### config.mk
export PLATFORM = sky130hd
export DESIGN_NAME = cache_refill_ctrl
export DESIGN_NICKNAME = d
export VERILOG_FILES = /design/src/rtl/cache_refill_ctrl.sv
export SDC_FILE = /design/constraint.sdc
export NUM_CORES = 1
export LEC_CHECK = 0
export ABC_AREA = 1
export CAP_MARGIN = 20
export CORE_ASPECT_RATIO = 0.8
export CORE_MARGIN = 3
export CORE_UTILIZATION = 40
export CTS_BUF_LIST = sky130_fd_sc_hd__clkbuf_4
export DETAILED_ROUTE_END_ITERATION = 10
export DONT_BUFFER_PORTS = 1
export PLACE_DENSITY = 0.6
export SETUP_SLACK_MARGIN = 0.05
export SLEW_MARGIN = 20
export SYNTH_ARGS = -nofsm -noshare
export SYNTH_HDL_FRONTEND = slang
export SYNTH_SLANG_ARGS = --single-unit
### constraint.sdc
create_clock -name clk -period 1.4 [get_ports clk]
set_clock_uncertainty 0.1 [all_clocks]
set_input_delay 0.28 -clock clk [delete_from_list [all_inputs] [get_ports clk]]
set_output_delay 0.28 -clock clk [all_outputs]
set_load 0.01 [all_outputs]
### src/rtl/cache_refill_ctrl.sv
`default_nettype none
// +--------------------------------------------------------------------------+
// | Module      : cache_refill_ctrl                                          |
// | Description : Request sequencer for a set-associative data cache: tag    |
// |               lookup, word-by-word read-miss refill, write-through.      |
// | Revision    : 1.0 - initial release                                      |
// +--------------------------------------------------------------------------+
module cache_refill_ctrl #(
    parameter  int ADDR_SIZE   = 32,
    parameter  int NUM_SETS    = 16,
    parameter  int NUM_WAYS    = 4,
    parameter  int BLOCK_WORDS = 4,
    localparam int SET_W       = $clog2(NUM_SETS),
    localparam int WAY_W       = $clog2(NUM_WAYS),
    localparam int WORD_W      = $clog2(BLOCK_WORDS),
    localparam int TAG_W       = ADDR_SIZE - 2 - WORD_W - SET_W
) (
    input  logic                 clk,
    input  logic                 rstn,
    // CPU request / response
    input  logic                 req_valid,
    output logic                 req_ready,
    input  logic [ADDR_SIZE-1:0] req_addr,
    input  logic                 req_we,
    input  logic [31:0]          req_wdata,
    output logic                 resp_valid,
    output logic [31:0]          resp_rdata,
    // tag / data array lookup
    output logic [SET_W-1:0]     lk_set,
    output logic [TAG_W-1:0]     lk_tag,
    output logic [WORD_W-1:0]    lk_word,
    input  logic                 hit,
    input  logic [WAY_W-1:0]     hit_way,
    input  logic [31:0]          hit_rdata,
    input  logic [WAY_W-1:0]     victim_way,
    // array writes and replacement notify
    output logic                 fill_en,
    output logic [WAY_W-1:0]     fill_way,
    output logic [31:0]          fill_data,
    output logic                 tag_we,
    output logic                 tag_valid,
    output logic                 cru_update,
    output logic [WAY_W-1:0]     cru_way,
    // memory side
    output logic                 mem_req_valid,
    input  logic                 mem_req_ready,
    output logic [ADDR_SIZE-1:0] mem_req_addr,
    output logic                 mem_req_we,
    output logic [31:0]          mem_wdata,
    input  logic                 mem_resp_valid,
    input  logic [31:0]          mem_rdata
);

    localparam logic [WORD_W-1:0] c_last_word = WORD_W'(BLOCK_WORDS - 1);

    typedef enum logic [2:0] {
        S_IDLE        = 3'd0,
        S_LOOKUP      = 3'd1,
        S_REFILL_REQ  = 3'd2,
        S_REFILL_WAIT = 3'd3,
        S_WRITE_MEM   = 3'd4,
        S_RESPOND     = 3'd5
    } state_t;

    state_t                 r_state;
    state_t                 w_next_state;

    logic [ADDR_SIZE-1:2]   r_addr;
    logic                   r_we;
    logic [31:0]            r_wdata;
    logic [31:0]            r_rdata;
    logic [WAY_W-1:0]       r_victim;
    logic [WORD_W-1:0]      r_cnt;

    logic                   w_accept;
    logic                   w_cap_hit;
    logic                   w_start_refill;
    logic                   w_beat;
    logic                   w_cap_beat;

    logic [WORD_W-1:0]      w_req_word;
    logic [SET_W-1:0]       w_set;
    logic [TAG_W-1:0]       w_tag;

    // Byte offset never reaches the arrays or memory; all traffic is word aligned.
    logic                   w_unused;
    assign w_unused = &{1'b0, req_addr[1:0]};

    assign w_req_word = r_addr[2 +: WORD_W];
    assign w_set      = r_addr[2 + WORD_W +: SET_W];
    assign w_tag      = r_addr[ADDR_SIZE-1 -: TAG_W];

    assign lk_set     = w_set;
    assign lk_tag     = w_tag;

    always_comb begin
        w_next_state   = r_state;
        req_ready      = 1'b0;
        resp_valid     = 1'b0;
        resp_rdata     = '0;
        lk_word        = w_req_word;
        fill_en        = 1'b0;
        fill_way       = '0;
        fill_data      = '0;
        tag_we         = 1'b0;
        tag_valid      = 1'b0;
        cru_update     = 1'b0;
        cru_way        = '0;
        mem_req_valid  = 1'b0;
        mem_req_addr   = '0;
        mem_req_we     = 1'b0;
        mem_wdata      = '0;
        w_accept       = 1'b0;
        w_cap_hit      = 1'b0;
        w_start_refill = 1'b0;
        w_beat         = 1'b0;
        w_cap_beat     = 1'b0;

        case (r_state)
            S_IDLE: begin
                req_ready = 1'b1;
                if (req_valid) begin
                    w_accept     = 1'b1;
                    w_next_state = S_LOOKUP;
                end
            end

            S_LOOKUP: begin
                if (!r_we && hit) begin
                    w_cap_hit    = 1'b1;
                    cru_update   = 1'b1;
                    cru_way      = hit_way;
                    w_next_state = S_RESPOND;
                end else if (!r_we) begin
                    // Invalidate the victim first so a partial refill never looks valid.
                    w_start_refill = 1'b1;
                    tag_we         = 1'b1;
                    tag_valid      = 1'b0;
                    fill_way       = victim_way;
                    w_next_state   = S_REFILL_REQ;
                end else begin
                    if (hit) begin
                        fill_en    = 1'b1;
                        fill_way   = hit_way;
                        fill_data  = r_wdata;
                        cru_update = 1'b1;
                        cru_way    = hit_way;
                    end
                    w_next_state = S_WRITE_MEM;
                end
            end

            S_REFILL_REQ: begin
                mem_req_valid = 1'b1;
                mem_req_addr  = {w_tag, w_set, r_cnt, 2'b00};
                if (mem_req_ready) begin
                    w_next_state = S_REFILL_WAIT;
                end
            end

            S_REFILL_WAIT: begin
                lk_word = r_cnt;
                if (mem_resp_valid) begin
                    w_beat     = 1'b1;
                    w_cap_beat = (r_cnt == w_req_word);
                    fill_en    = 1'b1;
                    fill_way   = r_victim;
                    fill_data  = mem_rdata;
                    if (r_cnt == c_last_word) begin
                        tag_we       = 1'b1;
                        tag_valid    = 1'b1;
                        cru_update   = 1'b1;
                        cru_way      = r_victim;
                        w_next_state = S_RESPOND;
                    end else begin
                        w_next_state = S_REFILL_REQ;
                    end
                end
            end

            S_WRITE_MEM: begin
                mem_req_valid = 1'b1;
                mem_req_we    = 1'b1;
                mem_req_addr  = {r_addr, 2'b00};
                mem_wdata     = r_wdata;
                if (mem_req_ready) begin
                    w_next_state = S_RESPOND;
                end
            end

            S_RESPOND: begin
                resp_valid   = 1'b1;
                resp_rdata   = r_we ? 32'd0 : r_rdata;
                w_next_state = S_IDLE;
            end

            default: begin
                w_next_state = S_IDLE;
            end
        endcase
    end

    always_ff @(posedge clk or negedge rstn) begin
        if (!rstn) begin
            r_state  <= S_IDLE;
            r_addr   <= '0;
            r_we     <= 1'b0;
            r_wdata  <= '0;
            r_rdata  <= '0;
            r_victim <= '0;
            r_cnt    <= '0;
        end else begin
            r_state <= w_next_state;

            if (w_accept) begin
                r_addr  <= req_addr[ADDR_SIZE-1:2];
                r_we    <= req_we;
                r_wdata <= req_wdata;
                r_rdata <= '0;
            end

            if (w_cap_hit) begin
                r_rdata <= hit_rdata;
            end else if (w_cap_beat) begin
                r_rdata <= mem_rdata;
            end

            // The counter only restarts at refill start; it never wraps past the last word.
            if (w_start_refill) begin
                r_victim <= victim_way;
                r_cnt    <= '0;
            end else if (w_beat && (r_cnt != c_last_word)) begin
                r_cnt <= r_cnt + 1'b1;
            end
        end
    end

endmodule
`default_nettype wire

==> Word-level counts from Yosys, hierarchy flattened <==
Cells that the tools add are included.
{ "word_totals": {"register_bits": 102, "input_bits": 139, "output_inout_bits": 170, "elab_cells": 86} }
{ "classes": {"add_sub_neg": 1, "eq_ne": 12, "n_mux": 58, "reduce_logical": 8} }
{ "ops": {"columns": ["cell", "n"], "rows": [
  ["$mux 32", 10],
  ["$pmux 32 s2", 2],
  ["$mux 1", 22],
  ["$mux 2", 11],
  ["$mux 3", 7],
  ["$pmux 3 s5", 1],
  ["$ne 2x2->1 const B", 5],
  ["$pmux 2 s2", 2],
  ["$eq 3x2->1 const B", 2],
  ["$eq 3x3->1 const B", 2],
  ["$pmux 1 s2", 3],
  ["$reduce_and 4->1", 1],
  ["$eq 3x1->1 const B", 1],
  ["$logic_not 3->1", 1],
  ["$reduce_bool 3->1", 1],
  ["$add 2x1->2 const B", 1],
  ["$eq 2x2->1", 1],
  ["$eq 2x2->1 const B", 1],
  ["$logic_and 1x1->1", 2],
  ["$reduce_bool 2->1", 1],
  ["$reduce_or 2->1", 1],
  ["$logic_not 1->1", 1]
]} }

==> Longest topological paths before layout <==
Gate-level depths: netlist of the first run.
{ "depth": {"depth_word": 5, "depth_mapped": 9, "depth_no_buf": 8} }

==> Least setup slack after synthesis of the first run <==
No wires, ideal clock.
{ "synth_timing": {"path_type": "flip-flop to output port", "from": "register r_state[2]", "to": "output resp_rdata[10]", "arrival_time_ps": 1340, "required_time_ps": 1020, "setup_slack_ps": -320, "path_stages_with_launch": 6, "path_buffers": 1, "cell_sequence": "dfrtp_1 > inv_2 > nor3_1 > nand2_1 > buf_2 > nor2_1"} }
{ "synth_via": {"elab_chain_len": 2} }
{ "synth_lines": {"columns": ["item", "line", "source"], "rows": [
  ["from (decl)", "65", "state_t r_state;"],
  ["from (signal assigned)", "213", "r_state <= w_next_state;"],
  ["$eq 3x3->1", "119", "case (r_state)"],
  ["$mux 32", "119", null],
  ["to (decl)", "27", "output logic [31:0] resp_rdata,"]
]} }
Every way passes these cells.

==> Worst setup path in the final report of the first run <==
{ "layout_timing": {"from": "register r_state[1]", "to": "output fill_data[5]"} }
{ "layout_via": {"elab_chain_len": 2, "elab_cells_between_ends": 3, "cone_classes": "2 x eq/ne; 1 x mux"} }
{ "layout_lines": {"columns": ["item", "line", "source"], "rows": [
  ["$eq 3x2->1 or $eq 3x1->1 (tied branches)", "119", null],
  ["$pmux 32 s2 *", "119", null],
  ["to (decl)", "39", "output logic [31:0] fill_data,"]
]} }
Mark *: on every way between the ends. The rest lies on a longest branch, timed or not.

==> results of run 1 <==
through the flow:
stage / TNS, ns / area (um^2) / instances / power (mW) / hold WS (ns)
after floorplan: -14.87 / 6570 / 846 / 11.0 / -0.116
after global placement: -51.89 / 7340 / 1069 / 12.9 / -0.113
after detailed placement: -59.02 / 7340 / 1069 / 13.2 / -0.113
after CTS: -139.78 / 9640 / 1239 / 17.4 / -0.688
after global routing: -168.90 / 10200 / 1261 / 20.1 / -0.694
final: -144.66 / 10200 / 1261 / 19.0 / -0.626
layer usage:
layer / wire, um / share of wire / up-vias
met2: 13200 / 0.51 / 425
li1: - / - / 2995
met1: 8940 / 0.35 / 3181
met4: 855 / 0.033 / 0
met3: 2630 / 0.10 / 74
met5: 0 / 0 / -
state kept, by name, summed over array words and instances, names as in the netlist:
name and count:
r_victim 2, r_addr 30, r_state 3, r_cnt 2
r_wdata 32, r_we 1, r_rdata 32
cells in the final DEF, fill, tap and decap left out, types with 2 or more instances in the layout:
cell	instances
nand2_1	187
inv_1	164
dlygate4sd3_1	127
dfrtp_1	100
buf_4	91
nor2_4	66
nand3_1	64
o21ai_1	49
nor2_1	41
o22ai_4	27
buf_12	23
buf_6	19
o21ai_0	13
clkbuf_16	11
clkbuf_4	9
buf_16	9
o21ai_2	8
buf_8	8
nand2_2	7
nand2_4	6
inv_2	6
nand3_2	6
o22ai_2	6
inv_6	4
o21ai_4	3
nor2_2	3
bufbuf_16	3
nand2_8	2
inv_8	2
or2_2	2
o21bai_1	2
conb_1	2
dfrtp_2	2
cells in the mapped netlist, types with 2 or more instances:
cell / count / share of area
nand2_1: 199 / 0.13
inv_1: 169 / 0.11
nor2_1: 104 / 0.066
dfrtp_1: 102 / 0.43
nand3_1: 69 / 0.059
o21ai_0: 65 / 0.055
buf_4: 39 / 0.050
o22ai_1: 34 / 0.036
buf_2: 19 / 0.016
clkbuf_1: 9 / 0.0057
o21ai_1: 8 / 0.0068
nor2_4: 4 / 0.0077
buf_1: 3 / 0.0019
buf_6: 3 / 0.0057
inv_2: 3 / 0.0019
nand2_2: 2 / 0.0021
nor2_2: 2 / 0.0021
o21bai_1: 2 / 0.0026
or2_2: 2 / 0.0021
cell type report:
cell class              instances  area, um^2
diodes                          1        2.50
clock buffers                   9        67.6
clock inverters                 7        78.8
fillers                       914        3750
inverters                     173         664
multi-input cells             498        3270
flip-flops and latches        102        2550
well taps                     180         225
repair buffers                291        3370
cells by family after synthesis:
family / count (synthesis) / share of synthesized area
AO/OA/AOI/OAI: 110 / 0.102
adder cells (fa/ha/maj): 1 / 0.00213
buffers and inverters: 246 / 0.190
flip-flops: 102 / 0.434
other: 1 / 0.000638
AND/OR/NAND/NOR: 385 / 0.271
path summary, 6_finish.rpt:
check	to
min in group clk	r_victim[0]
max	fill_data[5]
min reg2reg	r_rdata[22]
max in group asynchronous	r_wdata[25]
max reg2reg	r_wdata[7]
min	r_addr[7]
power groups by stage:
stage	Clock, mW	Combinational (mW)	Sequential, mW
6_report	1.62	12.1	5.33
5_1_grt	1.78	12.9	5.45
4_1_cts	1.69	10.4	5.23
3_5_place_dp	0	7.88	5.27
3_3_place_gp	0	7.69	5.25
2_1_floorplan	0	6.17	4.85
worst max-delay path: stages, from the launching register on:
cell     delay [ns]
dfrtp_2        0.49
inv_1          0.13
nand2_2        0.09
nor2_4         0.18
nand2_8        0.13
buf_12         0.21
o22ai_2        0.19
what timing repair did:
item	4_1_cts	5_1_grt
endpoints found under the hold margin	202	104
cloned	11	14
buffers inserted	16	9
resized for setup	115	58
setup endpoints to repair	268	270
pin swaps	13	12
==> out/metrics.cfg, run 1 <==
[setup_path]
r2r-start=r_state[0]
worst-setup-path-type=flop to primary output
worstPathRequired_ns=1.02
cp-startpoint=r_state[1]
r2r_setup_slack_ns=-0.51
crit_fanout=17
critPathArrivalTime_ns=1.89
crit_path_end_kind=primary output
crit_path_start_kind=flop
ff2ff_path_depth=10

[power_and_ir_drop]
netSwitchingPower_mw=8.78
p_seq_frac=0.280
internal_power_mw=10.2
pwr-share-comb=0.635
sw_frac_of_total=0.462
ir_drop_uv=1310
pwr-share-clk=0.085
p_per_area_nw_per_um2=1860
power.leakage_nw=4.82

[flow_run]
max-cap-violations=0

[clocking]
postCtsHoldBufs=127
htree_num_levels=3
cts_tree=built
clock_latency_ns=0.47
clk_path_buf_depth=2
cts_num_sinks=102
root_buffer=clkbuf_4
clk_pin_slew_ns=0.16
cts_buffers=9

[timing]
drv_slew=0
fmax_ghz=0.441
worst_slack_ns=-0.866
min_period_ns=2.27
holdWs_ns=-0.626
period_share=1.62
setup_violations=239
rsz0062_at_grt=yes
finalHoldViolations=103

[place]
post-place-ws_ns=-0.352
dp_hpwl_um=14600
io_buffers=0
gp_congestion=0.868

[floorplan]
start_util=0.421
ios=309
die_y_um=114
rows=38
die_w_um=142
dieArea_um2=16200
coreArea_um2=14000

[synth]
synth_edf_count=0
async_flop_share=1.00
synth_flop_cell=dfrtp_1
yosysUniqueCellTypes=26
avgSynthCellArea_um2=6.96
synthCells=845
yosys_warnings=0
synth-seq-area-share=0.434
synth-seq-cells=102
syn_area_um2=5880

[routing]
drt_iter0_drc=485
drt-wirelength-per-cell_um=20.3
drc_errors=0
vias_per_cell=5.29
ant_nets=0
drt_wl_total_um=25600
num_vias=6675
drt_pass1_iterations=7

[finish]
drive_gt1_frac=0.303
syn_to_final_growth_pct=74.0
post-route-util=0.732
final_nets=1215

[global_route]
met2_usage=0.517
grt_max_degree=103
grtUsageTotal=0.291
overflow=0
grt_util_met1=0.328
busiest_layer=met2
grt_pass1_wl_um=37000
first_global_vias=7072
antenna_found_initial=1
met3_usage=0.0856

[status]
status=finished, violations left
violations=hold timing, setup timing

[min_path]
hold_class=primary input to async pin

No activity file was read; power rests on OpenSTA's default activity.
==> run 2: changes to the inputs <==
==> constraint.sdc (replaced) <==
create_clock -name clk -period 1.4 [get_ports clk]
set_clock_uncertainty 0.1 [all_clocks]
set_input_delay 0.28 -clock clk [delete_from_list [all_inputs] [get_ports clk]]
set_output_delay 0.28 -clock clk [all_outputs]
set_load 0.1 [all_outputs]
==> run 2 against run 1 <==
  * The run still ends with hold timing, setup timing left
  * Die area did not move
  * Combinational power up 95%
  * Fmax decreased by 9.6%
  * Critical path depth up 2
  * Flip-flop and latch count unchanged
  * Routed wire length increased by 32%
  * Non-clock buffer count increased by 86
  * Final cell count increased by 6.8%
  * Clock power up 4%
  * Cell area increased by 23%
  * Via count up 17%
  * Largest power group unchanged
  * Worst setup slack worse by 0.24 ns
==> out/metrics.cfg, run 2 (synthesis gave the netlist of run 1 again) <==
[routing]
drc_errors=0
vias_per_cell=5.78
ant_nets=0
drt_pass1_iterations=6
num_vias=7787
drt-wirelength-per-cell_um=25.0
drt_wl_total_um=33700
drt_iter0_drc=816

[clocking]
clock_latency_ns=0.48
cts_buffers=9
cts_tree=built
htree_num_levels=3
root_buffer=clkbuf_4
clk_pin_slew_ns=0.18
cts_num_sinks=102
clk_path_buf_depth=2
postCtsHoldBufs=127

[timing]
finalHoldViolations=103
worst_slack_ns=-1.11
drv_slew=0
fin_setup_tns_ns=-195.83
min_period_ns=2.51
holdWs_ns=-0.647
setup_violations=270
fmax_ghz=0.399
worst_slew_pin_slew_ns=0.518
relSlewSlack=0.654
period_share=1.79
rsz0062_at_grt=yes

[floorplan]
rows=38
start_util=0.421
die_y_um=114
coreArea_um2=14000
dieArea_um2=16200
ios=309
die_w_um=142

[finish]
final_nets=1302
syn_to_final_growth_pct=115
fin_area_um2=12600
fill_cells=535
drive_gt1_frac=0.389
final_common_cell=nand2_1
diodes=0
mostFrequentLayoutCells=182 x nand2_1, 161 x inv_1, 156 x buf_12
top_regs=r_rdata: 32 flops, r_wdata: 32 flops, r_addr: 30 flops

[setup_path]
worstPathRequired_ns=1.02
regToRegEndpoint=r_rdata[16]
crit_path_end_kind=primary output
critPathArrivalTime_ns=2.13
crit_fanout=7
r2r-start=r_state[1]
crit_path_start_kind=flop
cp-startpoint=r_state[0]
worst-setup-path-type=flop to primary output
r2r_setup_slack_ns=-0.66
ff2ff_path_depth=11
critPathCapture=fill_data[31]

[status]
status=finished, violations left
violations=hold timing, setup timing

[place]
gp_congestion=0.937
io_buffers=0
dpl-instance-area_um2=10600
dp_hpwl_um=18200

[power_and_ir_drop]
p_per_area_nw_per_um2=2410
ir_drop_uv=3520
power.leakage_nw=5.54

[global_route]
grt_max_degree=103
overflow=0
grtUsageTotal=0.360
antenna_found_initial=0
grt_pass1_wl_um=45100
first_global_vias=8085

[flow_run]
max-cap-violations=0

[min_path]
hold_class=primary input to async pin

==> run 2: cell count changes in the layout (fill, tap and decap cells not counted), moves of 6 or more <==
cell	delta
nor2_1	-30
o21ai_0	+38
o21ai_1	-37
buf_4	-29
o22ai_4	+7
buf_16	-7
o22ai_2	-6
buf_12	+133
nor2_4	+33
==> run 2: report_power, final <==
group	total (mW)	switching, mW	internal (mW)
clock	1.68	1.13	0.549
combinational	23.6	16.3	7.23
sequential	5.20	0.899	4.30
total	30.4	18.4	12.1
==> run 2: worst min path at each step <==
stage / startpoint / endpoint / slack, ns / cells past startpoint
after floorplan: rstn / r_addr[10] / -0.12 / 0
after global placement: rstn / r_addr[10] / -0.11 / 0
after detailed placement: rstn / r_addr[10] / -0.11 / 0
after CTS: rstn / r_addr[10] / -0.64 / 0
after global routing: rstn / r_addr[4] / -0.68 / 0
final: rstn / r_addr[4] / -0.65 / 0
==> run 2: worst max-delay path, cell delays in order, from the launching register on <==
cell,delay [ns]
dfrtp_2,0.49
inv_4,0.07
nor2_4,0.14
nand2_4,0.08
nor2_4,0.15
nand2_8,0.13
buf_12,0.18
o22ai_4,0.17
buf_12,0.21
==> run 2: timing repair <==
action	in CTS	in global routing
cloned	1	10
resized for setup	32	65
pin swaps	1	20
hold endpoints to repair	201	103
setup endpoints to repair	269	270
setup buffers	2	9
==> run 2: layout make-up <==
class / count / area (um^2) / area share
clock buffers: 9 / 67.6 / 0.00535
clock inverters: 7 / 71.3 / 0.00565
inverters: 173 / 676 / 0.0535
multi-input cells: 499 / 3640 / 0.289
flip-flops and latches: 102 / 2560 / 0.203
well taps: 180 / 225 / 0.0178
repair buffers: 377 / 5380 / 0.426
==> run 2: layer usage <==
layer | global-route usage | part of all wire | vias up
met5 | 0 | 0 | -
met4 | 0.187 | 0.073 | 0
met3 | 0.108 | 0.097 | 192
met2 | 0.659 | 0.51 | 635
met1 | 0.373 | 0.32 | 3787
li1 | - | - | 3173
==> run 2: per-stage QoR <==
step | util | hold slack (ns) | cells | power (mW) | setup WS (ns)
2_1_floorplan | - | -0.116 | 846 | 20.1 | -1.26
3_3_place_gp | 0.755 | -0.113 | 1183 | 25.4 | -0.422
3_5_place_dp | 0.755 | -0.114 | 1183 | 25.9 | -0.534
4_1_cts | 0.867 | -0.644 | 1329 | 28.1 | -0.978
5_1_grt | 0.903 | -0.676 | 1347 | 31.3 | -1.14
6_report | 0.903 | -0.647 | 1347 | 30.4 | -1.11
==> run 3: changes to the inputs <==
--- a/config.mk
+++ b/config.mk
@@ -5,7 +5,6 @@
 export SDC_FILE = /design/constraint.sdc
 export NUM_CORES = 1
 export LEC_CHECK = 0
-export ABC_AREA = 1
 export CAP_MARGIN = 20
 export CORE_ASPECT_RATIO = 0.8
 export CORE_MARGIN = 3
@@ -13,7 +12,7 @@
 export CTS_BUF_LIST = sky130_fd_sc_hd__clkbuf_4
 export DETAILED_ROUTE_END_ITERATION = 10
 export DONT_BUFFER_PORTS = 1
-export PLACE_DENSITY = 0.6
+export PLACE_DENSITY = 0.58
 export SETUP_SLACK_MARGIN = 0.05
 export SLEW_MARGIN = 20
 export SYNTH_ARGS = -nofsm -noshare
==> constraint.sdc (replaced) <==
create_clock -name clk -period 3 [get_ports clk]
set_clock_uncertainty 0.1 [all_clocks]
set_input_delay 0.6 -clock clk [delete_from_list [all_inputs] [get_ports clk]]
set_output_delay 0.6 -clock clk [all_outputs]
set_load 0.1 [all_outputs]
==> run 3 against run 2 <==
  * The run now ends clean
  * Count of clock-buffer cells in the layout did not move
  * Synthesized cell count fell by 41%
  * Global-route usage fell by 15 points
  * Die area fell by 3.3%
  * Register-to-register slack improved by 1.3 ns
  * Routed wire length fell by 49%
  * Critical endpoint is now fill_en
  * Largest cell class is now multi-input gates
==> out/metrics.cfg, run 3 <==
[setup_path]
crit_path_end_kind=primary output
cp-startpoint=r_state[1]
crit_path_start_kind=flop
worst-setup-path-type=flop to primary output
crit_fanout=22
critPathArrivalTime_ns=2.16
r2r-start=r_state[1]
worstPathRequired_ns=2.30

[synth]
synth_top_family_by_area=compound AO/OA/AOI/OAI gates
yosys-top-cells-area=dfrtp_1 45%, mux2_2 13%, and2_1 10%, a22o_1 10%, buf_4 4.9%
synth_flop_cell=dfrtp_1
synth_commonest_cells=102 x dfrtp_1, 94 x and2_1, 66 x mux2_2, 65 x a22o_1, 37 x buf_4
synth-seq-area-share=0.450
yosys_warnings=0
yosysUniqueCellTypes=43
synth_most_common_cell=dfrtp_1
synth_top_area_cell=dfrtp_1
yosys.area_share.xor_xnor=0.00463
syn_area_um2=5670
synth-seq-cells=102
synthAdderAreaFrac=0.00221
synthCells=495
synthMuxAreaShare=0.135
synthSimpleGateAreaFrac=0.145
async_flop_share=1.00
synth_top_area_frac=0.450
avgSynthCellArea_um2=11.5
synth_edf_count=0
synth_compound_area_frac=0.165

[global_route]
antenna_found_initial=0
overflow=0
grtUsageTotal=0.209
grt_pass1_wl_um=25600
grt_max_degree=103
first_global_vias=4491

[routing]
drt_iter0_drc=215
drc_errors=0
num_vias=4311
ant_nets=0
vias_per_cell=5.30
drt_wl_total_um=17200
drt_pass1_iterations=4
drt-wirelength-per-cell_um=21.1

[clocking]
root_buffer=clkbuf_4
clk_path_buf_depth=2
cts_tree=built
cts_buffers=9
cts_num_sinks=102
clk_pin_slew_ns=0.17
htree_num_levels=3
clock_latency_ns=0.47

[finish]
final_common_cell=dfrtp_1
mostFrequentLayoutCells=101 x dfrtp_1, 93 x buf_12, 66 x mux2_2
fill_cells=1065
post-route-util=0.620
diodes=0
top_regs=r_rdata: 32 flops, r_wdata: 32 flops, r_addr: 30 flops
drive_gt1_frac=0.547
syn_to_final_growth_pct=50.2
final_nets=768

[timing]
fin_setup_tns_ns=0
drv_slew=0
min_period_ns=2.86
rsz0062_at_grt=yes
relSlewSlack=0.644
worst_slack_ns=0.141
setup_violations=0
fmax_ghz=0.350
worst_slew_pin_slew_ns=0.534
period_share=0.953
finalHoldViolations=0

[place]
dp_hpwl_um=12400
post-place-ws_ns=0.212
io_buffers=0
gp_congestion=0.824

[floorplan]
start_util=0.413
dieArea_um2=15700
ios=309
die_y_um=113
die_w_um=139
rows=38
coreArea_um2=13700

[flow_run]
max-cap-violations=0

[min_path]
worstHoldStart=mem_resp_valid
hold_class=primary input to flop

[status]
status=finished, final reports clean

-- run 3: cell types whose count changed in the layout (fill, tap and decap cells not counted), moves of 63 or more --
cell           change
buf_12            -63
nand3_1           -63
mux2_2            +66
nand2_1          -171
inv_1            -157
dlygate4sd3_1    -126
nor2_4            -95
-- run 3: cell families after synthesis --
group           count (synthesis)
xor+xnor                        3
other cells                     1
mux                            68
flops                         102
buf+inv                        74
fa+ha+maj                       1
compound gates                113
simple gates                  133
-- run 3: area by class of cell --
| class | count | area (um^2) | share of cell area |
|---|---|---|---|
| clock buffer | 9 | 67.6 | 0.00793 |
| clock inverter | 7 | 77.6 | 0.00910 |
| inverter | 4 | 15.0 | 0.00176 |
| multi-input combinational | 321 | 2800 | 0.328 |
| sequential | 102 | 2550 | 0.300 |
| tap | 180 | 225 | 0.0264 |
| timing repair buffer | 190 | 2790 | 0.327 |
-- run 3: repair_timing --
item	CTS	global route
resized for setup	9	65
endpoints found under the hold margin	102	0
pin swaps	2	4
setup endpoints to repair	128	94
hold buffers	2	0
setup buffers	3	1
cloned	1	1
-- run 3: routing by layer --
| metal | GRT usage | vias to the layer above | share of wire |
|---|---|---|---|
| li1 | - | 1983 | - |
| met3 | 0.0664 | 17 | 0.080 |
| met2 | 0.369 | 204 | 0.50 |
| met5 | 0 | - | 0 |
| met4 | 0.0535 | 0 | 0.013 |
| met1 | 0.249 | 2107 | 0.40 |
-- run 3: final timing paths --
| check | end | slack, ns | cells past startpoint |
|---|---|---|---|
| max in group asynchronous | r_wdata[18] | 1.71 | 2 |
| worst max-delay path | fill_en | 0.14 | 5 |
| min in group asynchronous | r_state[2] | 0.63 | 2 |
| worst min register to register | r_rdata[22] | 0.39 | 1 |
| worst min-delay path | r_state[0] | 0.11 | 1 |
| worst max register to register | r_rdata[22] | 0.61 | 7 |
-- run 3: worst max-delay path, stage by stage, from the launching register on --
cell	delay (ns)
dfrtp_2	0.53
buf_4	0.19
and4b_2	0.28
buf_12	0.18
or2_2	0.33
buf_12	0.17
-- run 3: per-stage QoR --
| step | cells | hold slack (ns) | cell area [um^2] |
|---|---|---|---|
| 2_1_floorplan | 496 | 0.204 | 5740 |
| 3_3_place_gp | 789 | 0.207 | 7940 |
| 3_5_place_dp | 789 | 0.206 | 7940 |
| 4_1_cts | 811 | 0.0543 | 8190 |
| 5_1_grt | 813 | 0.0688 | 8520 |
| 6_report | 813 | 0.109 | 8520 |
Power of run 3 is left out: the tool's default activity adds up to more than one toggle a clock period on the data nets, which glitch-free logic cannot reach.
